===== src/rtl/key_event_decoder.sv =====
// -----------------------------------------------------------------------------
// key_event_decoder
//
// Purpose:
//   Turns the four debounced, active-low key levels (Up/Down/Left/Right) into
//   single-cycle key events: press, auto-repeat while the key stays held, and
//   (optionally) release. Only one key is tracked at a time. Among keys that
//   are pressed together, Up > Down > Left > Right wins. Because only one key
//   is tracked, downstream menu/cursor logic never sees simultaneous events.
//
// Optional feature:
//   KEY_RELEASE_EVENT_EN  when defined, leaving HOLD/REPEAT because the tracked
//                         key was released emits one event with
//                         Event_Type = 2'b10. When undefined, release is silent.
//
// Parameters:
//   CLK_FREQ_HZ  clock frequency; one millisecond is CLK_FREQ_HZ/1000 cycles
//   HOLD_MS      hold time in ms before the first repeat event
//   REPEAT_MS    time in ms between subsequent repeat events
//
// Ports:
//   CLK          in   1  system clock, rising edge
//   RST_N        in   1  asynchronous reset, active-low
//   Key_In       in   4  debounced keys, 0 = pressed; [3]=Up [2]=Down [1]=Left [0]=Right
//   Event_Valid  out  1  one-cycle strobe qualifying Event_Code / Event_Type
//   Event_Code   out  2  key index of the event (3=Up, 2=Down, 1=Left, 0=Right)
//   Event_Type   out  2  00=press, 01=repeat, 10=release
//   Key_Held     out  1  high while a key is tracked (HOLD or REPEAT)
// -----------------------------------------------------------------------------
module key_event_decoder #(
  parameter int CLK_FREQ_HZ = 50_000_000,
  parameter int HOLD_MS     = 500,
  parameter int REPEAT_MS   = 100
) (
  input  logic       CLK,
  input  logic       RST_N,
  input  logic [3:0] Key_In,
  output logic       Event_Valid,
  output logic [1:0] Event_Code,
  output logic [1:0] Event_Type,
  output logic       Key_Held
);

  // Timer geometry. The prescaler counts 0..TICKS-1; a width of 1 is kept
  // even when TICKS is 1 so the vector is never zero-width.
  localparam int TICKS   = (CLK_FREQ_HZ / 1000 > 1) ? CLK_FREQ_HZ / 1000 : 1;
  localparam int PRESC_W = (TICKS > 1) ? $clog2(TICKS) : 1;
  localparam int MS_MAX  = (HOLD_MS > REPEAT_MS) ? HOLD_MS : REPEAT_MS;
  localparam int MS_W    = $clog2(MS_MAX + 1);

  localparam logic [PRESC_W-1:0] PRESC_LAST = PRESC_W'(TICKS - 1);
  localparam logic [MS_W-1:0]    MS_SAT     = MS_W'(MS_MAX);
  localparam logic [MS_W-1:0]    HOLD_T     = MS_W'(HOLD_MS);
  localparam logic [MS_W-1:0]    REPEAT_T   = MS_W'(REPEAT_MS);

  localparam logic [1:0] TYPE_PRESS   = 2'b00;
  localparam logic [1:0] TYPE_REPEAT  = 2'b01;
`ifdef KEY_RELEASE_EVENT_EN
  localparam logic [1:0] TYPE_RELEASE = 2'b10;
`endif

  typedef enum logic [1:0] {
    IDLE   = 2'd0,
    HOLD   = 2'd1,
    REPEAT = 2'd2
  } state_t;

  state_t             state_reg, state_next;
  logic [3:0]         key_reg;
  logic [PRESC_W-1:0] presc_reg, presc_next, presc_inc;
  logic [MS_W-1:0]    ms_reg, ms_next, ms_inc;
  logic               valid_reg, valid_next;
  logic [1:0]         code_reg, code_next;
  logic [1:0]         type_reg, type_next;
  logic               held_reg, held_next;

  logic               tick;
  logic               any_pressed;
  logic [1:0]         top_code;
  logic               tracked_released;
  logic [MS_W-1:0]    deadline;

  // Highest pressed index wins: later loop iterations override earlier ones.
  always_comb begin
    top_code = 2'd0;
    for (int i = 0; i < 4; i++) begin
      if (!key_reg[i]) begin
        top_code = 2'(i);
      end
    end
  end

  assign any_pressed      = ~&key_reg;
  // code_reg doubles as the tracked key index: it is only loaded on a press.
  assign tracked_released = key_reg[code_reg];
  assign deadline         = (state_reg == HOLD) ? HOLD_T : REPEAT_T;

  // Free-running ms timebase while a key is tracked. The ms counter
  // saturates so a stalled deadline can never wrap back to zero.
  assign tick      = (presc_reg == PRESC_LAST);
  assign presc_inc = tick ? '0 : presc_reg + 1'b1;
  assign ms_inc    = (tick && (ms_reg != MS_SAT)) ? ms_reg + 1'b1 : ms_reg;

  always_comb begin
    state_next = state_reg;
    valid_next = 1'b0;
    code_next  = code_reg;
    type_next  = type_reg;
    presc_next = presc_inc;
    ms_next    = ms_inc;

    case (state_reg)
      IDLE: begin
        presc_next = '0;
        ms_next    = '0;
        // The valid_reg guard keeps a press from directly following a
        // release event, so the strobe is never high two cycles in a row.
        if (any_pressed && !valid_reg) begin
          state_next = HOLD;
          valid_next = 1'b1;
          code_next  = top_code;
          type_next  = TYPE_PRESS;
        end
      end

      HOLD, REPEAT: begin
        // Release is tested first so it wins over a coincident repeat.
        if (tracked_released) begin
`ifdef KEY_RELEASE_EVENT_EN
          // If an event went out last cycle, stay one more cycle and emit
          // the release then; no repeat can fire in the meantime.
          if (!valid_reg) begin
            state_next = IDLE;
            valid_next = 1'b1;
            type_next  = TYPE_RELEASE;
            presc_next = '0;
            ms_next    = '0;
          end
`else
          state_next = IDLE;
          presc_next = '0;
          ms_next    = '0;
`endif
        end else if ((ms_inc >= deadline) && !valid_reg) begin
          // Compare against the incremented count so the repeat lands on
          // the exact cycle the ms count reaches the deadline.
          state_next = REPEAT;
          valid_next = 1'b1;
          type_next  = TYPE_REPEAT;
          presc_next = '0;
          ms_next    = '0;
        end
      end

      default: begin
        state_next = IDLE;
        presc_next = '0;
        ms_next    = '0;
      end
    endcase
  end

  assign held_next = (state_next != IDLE);

  always_ff @(posedge CLK or negedge RST_N) begin
    if (!RST_N) begin
      state_reg <= IDLE;
      key_reg   <= 4'b1111;
      presc_reg <= '0;
      ms_reg    <= '0;
      valid_reg <= 1'b0;
      code_reg  <= 2'd0;
      type_reg  <= 2'd0;
      held_reg  <= 1'b0;
    end else begin
      state_reg <= state_next;
      key_reg   <= Key_In;
      presc_reg <= presc_next;
      ms_reg    <= ms_next;
      valid_reg <= valid_next;
      code_reg  <= code_next;
      type_reg  <= type_next;
      held_reg  <= held_next;
    end
  end

  assign Event_Valid = valid_reg;
  assign Event_Code  = code_reg;
  assign Event_Type  = type_reg;
  assign Key_Held    = held_reg;

endmodule


===== config.mk =====
export PLATFORM = sky130hd
export DESIGN_NAME = key_event_decoder
export DESIGN_NICKNAME = d
export VERILOG_FILES = /design/src/rtl/key_event_decoder.sv
export SDC_FILE = /design/constraint.sdc
export NUM_CORES = 1
export LEC_CHECK = 0
export ABC_AREA = 1
export CORE_UTILIZATION = 36
export DETAILED_ROUTE_END_ITERATION = 10
export GPL_ROUTABILITY_DRIVEN = 1
export PLACE_DENSITY_LB_ADDON = 0.25
export SETUP_SLACK_MARGIN = 0.02
export SLEW_MARGIN = 20
export SYNTH_ARGS = -nofsm -noshare
export SYNTH_HDL_FRONTEND = slang
export SYNTH_SLANG_ARGS = --single-unit

===== constraint.sdc =====
create_clock -name CLK -period 2.55 [get_ports CLK]
set_clock_uncertainty 0.15 [all_clocks]
set_input_delay 0.51 -clock CLK [delete_from_list [all_inputs] [get_ports CLK]]
set_output_delay 0.51 -clock CLK [all_outputs]
set_load 0.02 [all_outputs]

==> results, run 1 <==
- The flow ran to the end, but the final reports show violations.
- The checks that failed: setup timing.
- For this configuration, the core starts out at a cell density of 37.8%.
- Of all nets on the critical path, the largest fanout is 5.
- The worst setup path is launched from a register.
- The fraction of layout instances using a drive strength above 1 is 39.3%.
- Global routing consumed, on the met2 layer, 26.6% of the routing resources.
- Of the total synthesized cell area, the portion taken by full adders, half adders and majority gates is 5.38%.
- Leaving out filler cells and counting taps, the final layout contains 385.
- The post-place instance area is 2640 um^2.
- The leakage power is 1.36 nW.
- The net count of the mapped netlist is 262.
- The final instance area is 2950 um^2.
- After synthesis, flip-flops and latches occupy 43.3% of the total area.
- The max-cap check violation count is 0.
- The first TritonRoute pass finished after 4 iterations.
- The maximum buffer depth of the clock tree is 2.
- The total routing resource utilization after global routing is 16.4%.
- The H-tree depth reported by CTS is 2.
- Summed over all nets, the half-perimeter wirelength after detailed placement is 3170 um.
- In the layout the commonest cells are sky130_fd_sc_hd__buf_4 (44), sky130_fd_sc_hd__nand2_1 (43), sky130_fd_sc_hd__dfrtp_1 (32), sky130_fd_sc_hd__inv_1 (32), sky130_fd_sc_hd__nor2_1 (22).
- The clock root buffer is sky130_fd_sc_hd__clkbuf_8.
- The final-report hold violation count is 0.
- The transition time of the tightest slew-check pin is 813 ps.
- In this run the most used layer during global routing was met2.
- Counting the fill cells in the layout gives 520.
- The combinational power share is 42.2%.
- The clock share of power is 22.7%.
- The critical path class is register to register.
- The number of antenna violations at the first check in global routing is 0.
- The final estimated routing congestion in global placement is 0.795.
- Headroom to the max-slew limit came out at 45.8%.
- The design internal power is 0.00120 W.
- The register with the most flip-flops in the layout has 16 of them.
- Summed over all layers, the global routing overflow is 0.
- The most common cell after layout, fill and taps aside is sky130_fd_sc_hd__buf_4.
- For this run, global-route usage on met1 was measured as 21.7%.
- The capturing element type of the critical path is a register.
- In the synthesized netlist the dominant register cell turns out to be sky130_fd_sc_hd__dfrtp_1.
- The area share of and/or/nand/nor cells after synthesis is 29.9%.
- The vertical extent of the die is 78.2 um.
- The total vias in the final route is 1,720.
- The synthesized netlist contains 28 unique library cells.
- Registers take 906 um^2.
- In this run, synthesis inferred 0 flip-flops with an integrated enable.
- In this run the tool buffered the top-level ports with 10 buffer cells.
- The setup violation total in the final timing report is 30.
- Net switching is 37.3% of the power.
- The routing usage on met3 is 3.49%.
- The total wirelength of the detailed-routed design is 4440 um.
- The total clock buffers created by CTS is 5.
- Counting I/O delays and the setup requirement, the final critical path takes 2810 ps.
- The switching power is 0.000713 W.
- The ratio of total power to cell area is 650 nW/um^2.
- The horizontal die dimension is 78.2 um.
- The number of synthesized register bits is 36.
- The tightest hold path in the finished design has a slack of 159 ps.
- The share of synthesized area spent on multiplexers is 0%.
- The final layout net count is 327.
- The clock-pin slew on the worst setup and hold paths is 80 ps.
- The number of pins with negative max-slew slack in the final report is 0.
- The violation count after the first detailed-routing iteration is 61.
- Of the total power, registers draw 35.1%.
- After synthesis, the largest family of logic cells by area is simple AND/OR/NAND/NOR gates.
- Once detail routing completed, the nets flagged for antenna violations numbered 0.
- The later pin in the worst-skew pair is clocked with a latency of 290 ps.
- IR analysis of the VDD net gives a maximum drop of 0.000382 V.
- The worst min-delay path category is input port to asynchronous set/reset pin.
- Data on the critical path is required at its endpoint by 2620 ps.
- The area fraction in compound gates after synthesis is 5.38%.
- The number of vias per cell after detailed routing is 4.47.
- The data arrival time of the critical path is 2880 ps.
- The via count of the first global-routing pass was 1,779.
- The first global-routing pass estimated 7830 um of wire.
- The tree built by TritonCTS fans out to 36 sinks.
- The area growth from synthesis to final layout is 40.8%.
- For this run, asynchronously set or reset flops after synthesis account for 100%.
- In this run the cell area of the synthesized design comes to 2090 um^2.
- The die footprint is 6120 um^2.
- The maximum achievable frequency is 356 MHz.
- The post-synthesis average cell area is 8.47 um^2.
- Setup repair after global routing could not meet its margin everywhere.
- The final worst slack is -259 ps.
- In the finished design, the share of the clock period the worst path needs comes to 110%.
- The Yosys step of the flow raised 0 warnings.
- The post-detailed-route DRC marker count is 0.
- The average routed wire per standard cell is 11.5 um.
- The number of placement rows is 27.
- Overall power consumption after layout is estimated at 0.00191 W.
- TritonCTS built the clock tree.
- The total instance count after detailed placement is 370.
- Summing the areas of all xor and xnor instances in the mapped netlist gives 7.54% of the synthesized area.
- The cell count after synthesis came out at 247.
- 12 I/O pins were placed.
- The worst reg-to-reg path cell count is 21.
- The area of the placeable core is 5540 um^2.
- The maximum number of pins on one net before global-route repair is 37.
- The number of antenna repair diodes is 0.
- The combined area of the multi-input logic cells is 1170 um^2.
power by group through the flow:
| stage | Sequential, W | Combinational [W] | Clock [W] |
|---|---|---|---|
| 4_1_cts | 0.000673 | 0.000757 | 0.000447 |
| 5_1_grt | 0.000681 | 0.000879 | 0.000466 |
| 3_3_place_gp | 0.000681 | 0.000632 | 0 |
| 6_report | 0.000672 | 0.000807 | 0.000435 |
| 2_1_floorplan | 0.000713 | 0.000347 | 0 |
| 3_5_place_dp | 0.000683 | 0.000637 | 0 |
area by class of cell:
| type | count | share of cell area [%] |
|---|---|---|
| inverters | 39 | 5.05 |
| well taps | 72 | 3.06 |
| clock buffers | 7 | 2.93 |
| flip-flops and latches | 36 | 30.7 |
| clock inverters | 1 | 0.255 |
| repair buffers | 60 | 18.2 |
| multi-input cells | 170 | 39.8 |
cell usage after synthesis (2+ instances only):
library cell | count | area share, %
sky130_fd_sc_hd__nand4_1 | 3 | 0.90
sky130_fd_sc_hd__inv_1 | 34 | 6.1
sky130_fd_sc_hd__dfrtp_1 | 32 | 38
sky130_fd_sc_hd__ha_1 | 9 | 5.4
sky130_fd_sc_hd__nor3_1 | 8 | 1.9
sky130_fd_sc_hd__dfstp_2 | 4 | 5.0
sky130_fd_sc_hd__inv_2 | 5 | 0.90
sky130_fd_sc_hd__nand2_2 | 5 | 1.5
sky130_fd_sc_hd__nor2_2 | 3 | 0.90
sky130_fd_sc_hd__xor2_1 | 14 | 5.9
sky130_fd_sc_hd__nand3_1 | 5 | 1.2
sky130_fd_sc_hd__o21ai_0 | 6 | 1.4
sky130_fd_sc_hd__and3_1 | 2 | 0.60
sky130_fd_sc_hd__nor2_1 | 32 | 5.7
sky130_fd_sc_hd__a21oi_1 | 9 | 2.2
sky130_fd_sc_hd__nor2_4 | 11 | 5.9
sky130_fd_sc_hd__nand2_4 | 3 | 1.6
sky130_fd_sc_hd__xnor2_1 | 4 | 1.7
sky130_fd_sc_hd__nand2_1 | 49 | 8.8
per-layer routing:
layer / routed length [um] / vias up
li1: - / 884
met1: 2100 / 813
met2: 2200 / 16
met3: 87 / 7
met4: 53 / 0
met5: 0 / -
kinds of logic (layout without fill, tap and decap cells):
family,after synthesis,after routing
xor+xnor,18,18
simple gates,122,122
compound gates,20,20
other cells,1,1
fa+ha+maj,9,9
buf+inv,41,107
flops,36,36
what timing repair did:
action                                  CTS  global route
gates cloned                              1             0
setup buffers                             4             2
pin swaps                                14             3
resized for setup                        18            16
endpoints found under the setup margin   30            30
hold buffers                              0             0
critical path: stages (launching register included):
cell and delay [ps]:
sky130_fd_sc_hd__dfrtp_1 360, sky130_fd_sc_hd__ha_2 190, sky130_fd_sc_hd__nand2_2 60, sky130_fd_sc_hd__inv_2 60
sky130_fd_sc_hd__nand2_2 60, sky130_fd_sc_hd__nor2_4 130, sky130_fd_sc_hd__nand3_4 80, sky130_fd_sc_hd__inv_4 60
sky130_fd_sc_hd__buf_6 90, sky130_fd_sc_hd__nand2_2 50, sky130_fd_sc_hd__nor3_4 220, sky130_fd_sc_hd__xnor2_2 140
sky130_fd_sc_hd__inv_1 70, sky130_fd_sc_hd__ha_1 290, sky130_fd_sc_hd__nand4_1 90, sky130_fd_sc_hd__nor2_2 50
sky130_fd_sc_hd__nand2_2 80, sky130_fd_sc_hd__nand2_2 60, sky130_fd_sc_hd__nand2_4 100, sky130_fd_sc_hd__nand2_8 80
sky130_fd_sc_hd__buf_12 170, sky130_fd_sc_hd__nor3_2 100
worst paths after layout:
kind                                           start                        end  slack (ps)
max                           presc_reg[0]$_DFF_PN0_    presc_reg[10]$_DFF_PN0_        -260
min                                            RST_N        ms_reg[8]$_DFF_PN0_         160
max reg2reg                   presc_reg[0]$_DFF_PN0_    presc_reg[10]$_DFF_PN0_        -260
min reg2reg                Event_Type[0]$_DFFE_PN0P_  Event_Type[0]$_DFFE_PN0P_         380
max in group asynchronous                      RST_N     presc_reg[6]$_DFF_PN0_        1580
min in group CLK           Event_Type[0]$_DFFE_PN0P_  Event_Type[0]$_DFFE_PN0P_         380
stage by stage:
stage	setup TNS (ps)	util (%)	worst slack (ps)
after floorplan	-2980	-	-196
after global placement	-7820	47.6	-314
after detailed placement	-8930	47.6	-356
after CTS	-7530	51.6	-273
after global routing	-12980	53.2	-459
final	-6870	53.2	-259
(Power assumes the default switching activity.)
==> inputs of run 2 (changes only) <==
- RECOVER_POWER: default -> 25
==> run 2 against run 1 <==
Against the previous run: the run ends with capacitance limit, slew limit, setup timing left; worst hold slack better by 220 ps; core utilization about the same; non-clock buffer count unchanged; clock power about the same; register-to-register slack hardly changed; sequential share of layout area about the same; flip-flop and latch count unchanged; sequential power about the same; largest cell class unchanged.
==> results, run 2 (synthesized netlist as in run 1, its figures left out) <==
- The post-place instance area was 2640 um^2 (unchanged).
- The number of buffer cells added on primary ports is 10 (unchanged).
- The die footprint is 6120 um^2 (unchanged).
- The final-report hold violation count is 0 (unchanged).
- The number of antenna violations at the first check in global routing came to 0 (unchanged).
- The sink count of the clock tree is 36 (unchanged).
- The horizontal die dimension is 78.2 um (unchanged).
- The maximum buffer depth of the clock tree is 2 (unchanged).
- The number of fill cells in the layout was 521 (+0.19%).
- The switching power is 0.000713 W (about the same).
- The final layout net count is 327 (unchanged).
- The element type at the critical path start is a register.
- The total clock buffers created by CTS came to 5 (unchanged).
- The clock root buffer is sky130_fd_sc_hd__clkbuf_8.
- The number of flip-flops in the largest register was 16 (unchanged).
- The H-tree depth reported by CTS is 2 (unchanged).
- The average routed wire per standard cell came to 11.5 um (about the same).
- The total vias in the final route is 1,719 (-0.058%).
- The total routing resource utilization after global routing is 16.4% (unchanged).
- The final reports fail on capacitance limit, slew limit, setup timing.
- The run finished, with violations left.
- The leakage power came to 1.35 nW (-0.13%).
- The maximum number of pins on one net before global-route repair is 37 (unchanged).
- The first-pass GRT wire length came to 7830 um (unchanged).
- The number of antenna repair diodes is 0 (unchanged).
- The clock tree from TritonCTS is built.
- The number of vias per cell after detailed routing was 4.46 (about the same).
- The capturing element type of the critical path is a register.
- The worst vdd rail ir drop came to 0.000381 V (-0.27%).
- The design internal power came to 0.00120 W (-0.13%).
- The area growth from synthesis to final layout is 40.8% (about the same).
- In the layout the commonest cells are sky130_fd_sc_hd__buf_4 (44), sky130_fd_sc_hd__nand2_1 (43), sky130_fd_sc_hd__dfrtp_1 (32), sky130_fd_sc_hd__inv_1 (32), sky130_fd_sc_hd__nor2_1 (22).
- The final instance area is 2950 um^2 (about the same).
- The number of placement rows was 27 (unchanged).
- The final estimated routing congestion in global placement is 0.795 (unchanged).
- The violation count after the first detailed-routing iteration was 61 (unchanged).
- The fraction of layout instances using a drive strength above 1 is 39.0% (-0.32 points).
- The fraction of power consumed by sequential logic is 35.1% (about the same).
- The maximum achievable frequency came to 356 MHz (about the same).
- The combinational power share is 42.1% (about the same).
- The total wirelength of the detailed-routed design came to 4440 um (about the same).
- The setup violation total in the final timing report is 30 (unchanged).
- The final clock period utilization by the worst path is 110% (about the same).
- The critical path class is register to register.
- The final worst slack is -260 ps (-0.101 ps).
- The max-cap check violation count is 1 (+1).
- Setup repair after global routing could not meet its margin everywhere.
- The via count of the first global-routing pass is 1,779 (unchanged).
- The area of the placeable core was 5540 um^2 (unchanged).
- The most common cell after layout, fill and taps aside is sky130_fd_sc_hd__buf_4.
- The final critical-path required period is 2810 ps (+0.101 ps).
- The starting utilization of the core area came to 37.8% (unchanged).
- The total overflow reported by the global router is 0 (unchanged).
- The remaining antenna violation count after routing is 0 (unchanged).
- The final core utilization is 53.2% (about the same).
- The total half-perimeter wirelength after legalization and detailed placement is 3170 um (unchanged).
- The worst slew slack as a fraction of its limit was -30.1% (-76 points).
- The post-detailed-route DRC marker count is 0 (unchanged).
- The setup slack of the worst register-to-register path is -260 ps (about the same).
- The clock share of power came to 22.8% (about the same).
- The worst min-delay path category is register to register.
- The number of pins with negative max-slew slack in the final report is 37 (+37).
- The number of ports placed on the die boundary is 12 (unchanged).
- The fraction of power spent switching nets is 37.3% (about the same).
- The summed negative setup slack over all endpoints was -6880 ps (-2.46 ps).
- The data arrival time of the critical path is 2880 ps (about the same).
- The maximum fanout along the worst path is 5 (unchanged).
- The clock-pin slew on the worst setup and hold paths is 80 ps (about the same).
- The ratio of total power to cell area is 649 nW/um^2 (about the same).
- The source-to-sink clock delay at the later pin of the worst-skew pair came to 290 ps (about the same).
- The vertical extent of the die came to 78.2 um (unchanged).
- The number of iterations in the first detailed-routing pass is 4 (unchanged).
- The transition time of the tightest slew-check pin is 1950 ps (+1140 ps).
- The required time of the critical path was 2620 ps (about the same).
run 2: timing repair:
action	CTS	global route
pin swaps	14	3
setup buffers	4	2
endpoints found under the setup margin	30	30
cloned	1	0
hold buffers	0	0
resized for setup	18	16
run 2: cell type report:
type / count / area, um^2 / area share [%]
Multi-Input combinational cell: 170 / 1170 / 39.8
Sequential cell: 36 / 906 / 30.8
Timing Repair Buffer: 60 / 534 / 18.1
Inverter: 39 / 149 / 5.06
Tap cell: 72 / 90.1 / 3.06
Clock buffer: 7 / 86.3 / 2.93
Clock inverter: 1 / 7.51 / 0.255
run 2: stage by stage:
step	hold slack (ps)	worst slack [ps]	cells	total power (W)
final	380	-260	385	0.00191
after global routing	396	-459	385	0.00203
after CTS	186	-273	383	0.00188
after detailed placement	359	-356	370	0.00132
after global placement	352	-314	370	0.00131
after floorplan	64.4	-196	247	0.00106
run 2: routing by layer:
| metal | track usage [%] | vias up | share of wire [%] |
|---|---|---|---|
| li1 | - | 884 | - |
| met1 | 21.7 | 812 | 47 |
| met2 | 26.6 | 16 | 50 |
| met3 | 3.49 | 7 | 1.9 |
| met4 | 5.00 | 0 | 1.2 |
| met5 | 0 | - | 0 |
run 2: final timing paths:
path / cells past startpoint / start / endpoint
setup / recovery: 21 / presc_reg[0]$_DFF_PN0_ / presc_reg[10]$_DFF_PN0_
hold / removal: 2 / Event_Type[0]$_DFFE_PN0P_ / Event_Type[0]$_DFFE_PN0P_
setup reg to reg: 21 / presc_reg[0]$_DFF_PN0_ / presc_reg[10]$_DFF_PN0_
hold reg to reg: 2 / Event_Type[0]$_DFFE_PN0P_ / Event_Type[0]$_DFFE_PN0P_
max in group asynchronous: 1 / RST_N / presc_reg[6]$_DFF_PN0_
min in group asynchronous: 1 / RST_N / ms_reg[8]$_DFF_PN0_
run 2: worst max-delay path, cell delays in order (launching register included):
cell	delay [ps]
sky130_fd_sc_hd__dfrtp_1	360
sky130_fd_sc_hd__ha_2	190
sky130_fd_sc_hd__nand2_2	60
sky130_fd_sc_hd__inv_2	60
sky130_fd_sc_hd__nand2_2	60
sky130_fd_sc_hd__nor2_4	130
sky130_fd_sc_hd__nand3_4	80
sky130_fd_sc_hd__inv_4	60
sky130_fd_sc_hd__buf_6	90
sky130_fd_sc_hd__nand2_2	50
sky130_fd_sc_hd__nor3_4	220
sky130_fd_sc_hd__xnor2_2	140
sky130_fd_sc_hd__inv_1	70
sky130_fd_sc_hd__ha_1	290
sky130_fd_sc_hd__nand4_1	90
sky130_fd_sc_hd__nor2_2	50
sky130_fd_sc_hd__nand2_2	80
sky130_fd_sc_hd__nand2_2	60
sky130_fd_sc_hd__nand2_4	100
sky130_fd_sc_hd__nand2_8	80
sky130_fd_sc_hd__buf_12	170
sky130_fd_sc_hd__nor3_2	100
run 2: power by group through the flow:
stage	clock [W]	combinational, W	sequential [W]
2_1_floorplan	0	0.000347	0.000713
3_3_place_gp	0	0.000632	0.000681
3_5_place_dp	0	0.000637	0.000683
4_1_cts	0.000447	0.000757	0.000673
5_1_grt	0.000466	0.000877	0.000682
6_report	0.000435	0.000806	0.000672
==> inputs of run 3 (changes only) <==
- CTS_CLUSTER_DIAMETER: default -> 120
==> results of run 3 <==
Final layout, timing and power as in run 2 (identical DEF).
